## src/rtl/full_adder_8_bit_data_flow.sv

```systemverilog
// 8-bit ripple-carry adder/subtractor built from data-flow full-adder cells.
// One cycle of latency: inputs sampled at a rising edge drive the output registers.
module full_adder_8_bit_data_flow (
  input  logic       clk,
  input  logic       rst,
  input  logic [7:0] a,
  input  logic [7:0] b,
  input  logic       c_in,
  input  logic       sel,
  output logic [7:0] sum,
  output logic       c_out,
  output logic       over_flow
);

  logic [7:0] bx;
  logic [8:0] c;
  logic [7:0] s;

  logic [7:0] sum_q,  sum_d;
  logic       c_out_q, c_out_d;
  logic       ovf_q,  ovf_d;

  // Subtraction is a + ~b + ~c_in, so c_in acts as borrow-in when sel=1.
  assign bx   = b ^ {8{sel}};
  assign c[0] = c_in ^ sel;

  for (genvar i = 0; i < 8; i++) begin : g_fa
    assign s[i]   = a[i] ^ bx[i] ^ c[i];
    assign c[i+1] = (a[i] & bx[i]) | (c[i] & (a[i] ^ bx[i]));
  end

  assign sum_d   = s;
  assign c_out_d = c[8];
  assign ovf_d   = c[7] ^ c[8];

  always_ff @(posedge clk) begin
    if (rst) begin
      sum_q   <= 8'h00;
      c_out_q <= 1'b0;
      ovf_q   <= 1'b0;
    end else begin
      sum_q   <= sum_d;
      c_out_q <= c_out_d;
      ovf_q   <= ovf_d;
    end
  end

  assign sum       = sum_q;
  assign c_out     = c_out_q;
  assign over_flow = ovf_q;

endmodule

```

## config.mk

```make
export PLATFORM = sky130hd
export DESIGN_NAME = full_adder_8_bit_data_flow
export DESIGN_NICKNAME = d
export VERILOG_FILES = /design/src/rtl/full_adder_8_bit_data_flow.sv
export SDC_FILE = /design/constraint.sdc
export NUM_CORES = 1
export LEC_CHECK = 0
export ABC_CLOCK_PERIOD_IN_PS = 4610
export CORE_UTILIZATION = 30
export CTS_CLUSTER_SIZE = 8
export DETAILED_ROUTE_END_ITERATION = 7
export DONT_BUFFER_PORTS = 1
export GPL_ROUTABILITY_DRIVEN = 0
export MAX_ROUTING_LAYER = met4
export PLACE_DENSITY = 0.41
export SYNTH_ARGS = -nofsm -noshare
export SYNTH_HDL_FRONTEND = slang
export SYNTH_SLANG_ARGS = --single-unit
```

## constraint.sdc

```tcl
create_clock -name clk -period 4.61 [get_ports clk]
set_clock_uncertainty 0.05 [all_clocks]
set_input_delay 0.6915 -clock clk [delete_from_list [all_inputs] [get_ports clk]]
set_output_delay 0.6915 -clock clk [all_outputs]
set_load 0.01 [all_outputs]
```

; ---- Word level (Yosys, flattened, before mapping)
; Cells that the tools add are included.
; W data, S select, Z words.
[classes]
bitwise_logic = 43
[ops]
columns = cell, n
row1 = $xor A1 B1 Y1, 18
row2 = $and A1 B1 Y1, 16
row3 = $or A1 B1 Y1, 8
row4 = $xor A8 B8 Y8, 1
[totals]
register_bits = 10
in_bits = 20
output_inout_bits = 10

; ---- Logic depth before layout (Yosys ltp)
[logic_depth]
depth_word = 19
ltp_mapped = 15
depth_no_buf = 14

; ---- Least setup slack after synthesis
; Ideal clock, no wire load.
[synth_timing]
path_kind = in2reg
from = input sel
to = register sum_q[7], in the netlist sum[7]
t_arrival_ns = 4.080
required_time_ns = 4.442
setup_slack_ns = 0.363
cell_stages = 14
path_cell_list = buf_6 -> xnor2_1 -> fa_1 -> inv_1 -> fa_1 -> inv_1 -> fa_1 -> fa_1 -> fa_1 -> fa_1 -> fa_1 -> inv_1 -> fa_1 -> nor2b_1
[synth_between]
elab_chain_cells = 17
word_cells_on_any_way = 32
[synth_rtl]
columns = element, line_no
row1 = from (decl), 9  ; input logic sel,
row2 = $xor A8 B8 Y8, 24  ; assign bx = b ^ {8{sel}};
row3 = $xor A1 B1 Y1, 29  ; assign c[i+1] = (a[i] & bx[i]) | (c[i] & (a[i] ^ bx[i]));
row4 = $and A1 B1 Y1, 29
row5 = $or A1 B1 Y1, 29
row6 = $and A1 B1 Y1, 29
row7 = $or A1 B1 Y1, 29
row8 = $and A1 B1 Y1, 29
row9 = $or A1 B1 Y1, 29
row10 = [... 2 more ...], --
row11 = $and A1 B1 Y1, 29
row12 = $or A1 B1 Y1, 29
row13 = $and A1 B1 Y1, 29
row14 = $or A1 B1 Y1, 29
row15 = $and A1 B1 Y1, 29
row16 = $or A1 B1 Y1, 29
row17 = $xor A1 B1 Y1 *, 28  ; assign s[i] = a[i] ^ bx[i] ^ c[i];
row18 = named net s[7], 17  ; logic [7:0] s;
row19 = to (signal assigned), 42  ; sum_q <= sum_d;
row20 = to (decl), 19  ; logic [7:0] sum_q, sum_d;
; Mark *: on every way through the listed nets, which the timed path passes. The rest lies on a longest branch.
; A chain may end at the register's enable or synchronous reset.

; ---- Worst setup path in the final report
; Ends and elaborated chain as after synthesis.

==> reports/qor.txt <==
critical path required time: 4720 ps
global route hottest layer: met1
crit end category: flop
post-CTS setup buffer count: 0
root buffer cell: clkbuf_4
Cell Area, Synth: 543.0 um2
die span in y: 44.55 um
Synth top cells by count: 10 x dfxtp_1, 9 x inv_1, 8 x fa_1, 7 x nor2_1, 7 x xnor2_1
area of the core: 1708 um2
asr flop ratio synth: 0%
clock-pin slew on the worst setup and hold paths: 60 ps
Power Dens Cells: 397.7 nW/um2
Longest Clk Path Bufs: 2
vias per cell: 3.921
1st-pass router iterations: 4
Hold Slack: 440.3 ps
ant diodes: 0
# DRC: 0
I/O pins: 30
area grow syn2layout: 9.447%
Avg Inst Size Synth: 11.08 um2
Starting DRT DRC Count: 3
Slew Limit Fails: 0
Period minus WS final: 3980 ps
post-CTS sizing: 0
crit start category: input port
count of state elements after synthesis: 10
CTS Buf Count: 3
routed wire length: 780 um
initial antenna violation count: 0
via count: 298
largest net degree at the start of global routing: 11
met2 Use GR: 12.65%
Final period util: 86.33%
Most common cell on crit path: fa_1
number of cells on the critical path: 13
crit path kind: input port to flop
CTS sink count: 10
chip width: 44.55 um
slowest stage cell, crit path: fa_1
net count after synthesis: 77
main area contributors after synthesis: dfxtp_1 37%, fa_1 29%, xnor2_1 11%, inv_1 6.2%, nor2_1 4.8%
worst setup path endpoint: sum[7]
share of cells above drive strength 1: 7.843%
count leader, synth: dfxtp_1
Post-DRT Antenna Nets: 0
Overflow after GRT: 0
Most used DFF post-synth: dfxtp_1
TritonCTS clock tree: done
Worst Max-Slew Pin Slew: 214.1 ps
Layout Nets: 80
RSZ-0062 raised after global routing: no
count of mapped cells out of synthesis: 49
cts hold-fix bufs: 0
outcome: finished clean
peak supply drop: 0.00009564 V
pre-CTS WS: 330.2 ps
Worst Setup SP: sel
Final Hold Fails: 0
TNS Setup: 0 ps
vias in the first global route: 298
register area share after synthesis: 36.87%
full die area: 1984 um2
CP cell instances: xnor2_1 > fa_1 > inv_1 > fa_1 > inv_1 > fa_1 > fa_1 > fa_1 > fa_1 > fa_1 > inv_1 > fa_1 > nor2b_1
Buf/Inv on CP: 3
CP max FO: 9
slowest cell delay on critical path: 410 ps
static leakage: 0.2583 nW
M3 GR Usage: 1.633%
I/O Buffers: 0
critical path's top delay family: adder cells
final worst slack: 630.1 ps
Hold/Removal Path Class: input port to flop
Synth warnings: 0
H-Tree Depth: 1
first-pass GRT wire length: 1290 um
CP arrival: 4090 ps
register area: 200.2 um2
met1 usage: 12.94%
FMAX: 251.3 MHz
relative slew slack: 85.62%
Setup-failing EPs final: 0
Initial Util: 31.79%
Yosys cell types: 9
Synth top area share: 36.87%
wire per inst: 10.26 um
Fill cells: 181
row count: 15
maxcap violations: 0
Post-synth EDFFs: 0
Multi-input gate area: 292.8 um2
All-Layer GR Usage: 9.878%
Synth area leader: dfxtp_1
## cell families after synthesis
group | Yosys count | share of synthesized area (%)
buf+inv | 11 | 9.215
xor+xnor | 10 | 16.13
simple gates | 10 | 8.296
flops | 10 | 36.87
fa+ha+maj | 8 | 29.49
## final cells by class
cell class / count / share of cell area, %
clock buffer: 4 / 6.105
inverter: 9 / 5.684
sequential: 10 / 33.68
tap: 25 / 5.263
multi-input combinational: 28 / 49.26
## flip-flops by register name, indices dropped and copies added (netlist names)
register / count
c_out: 1
sum: 8
over_flow: 1
## stage by stage
stage / power (mW) / instances / util [%] / area [um2]
CTS: 0.2417 / 76 / 34.80 / 594.3
finish: 0.2364 / 76 / 34.80 / 594.3
global placement: 0.1611 / 72 / 32.67 / 558.0
global route: 0.2541 / 76 / 34.80 / 594.3
detailed placement: 0.1652 / 72 / 32.67 / 558.0
floorplan: 0.1557 / 49 / - / 543.0
## per-layer routing
metal	wire length [um]	part of all wire [%]	vias up
met5	0	0	-
met4	0	0	0
met3	73	9.4	0
met2	347	44	23
met1	359	46	135
li1	-	-	140
## power breakdown
part	internal (mW)	total (mW)	switching, mW	leakage (nW)
clock	0.0479	0.0755	0.0276	0.0210
combinational	0.0236	0.0461	0.0225	0.154
sequential	0.102	0.115	0.0129	0.0834
## cell usage in the layout, fill, tap and decap left out
master     n
dfxtp_1   10
inv_1      9
fa_1       8
xnor2_1    7
nor2_1     7
xor2_1     3
nor2b_1    3
clkbuf_4   3
clkbuf_8   1
## worst min-delay path by stage
| stage | cells after the start | from | end |
|---|---|---|---|
| floorplan | 2 | rst | sum[0] |
| global placement | 1 | rst | sum[6] |
| detailed placement | 1 | rst | sum[6] |
| CTS | 1 | rst | sum[6] |
| global route | 1 | rst | sum[6] |
| finish | 1 | rst | sum[4] |
Power figures use the tool's default switching activity.
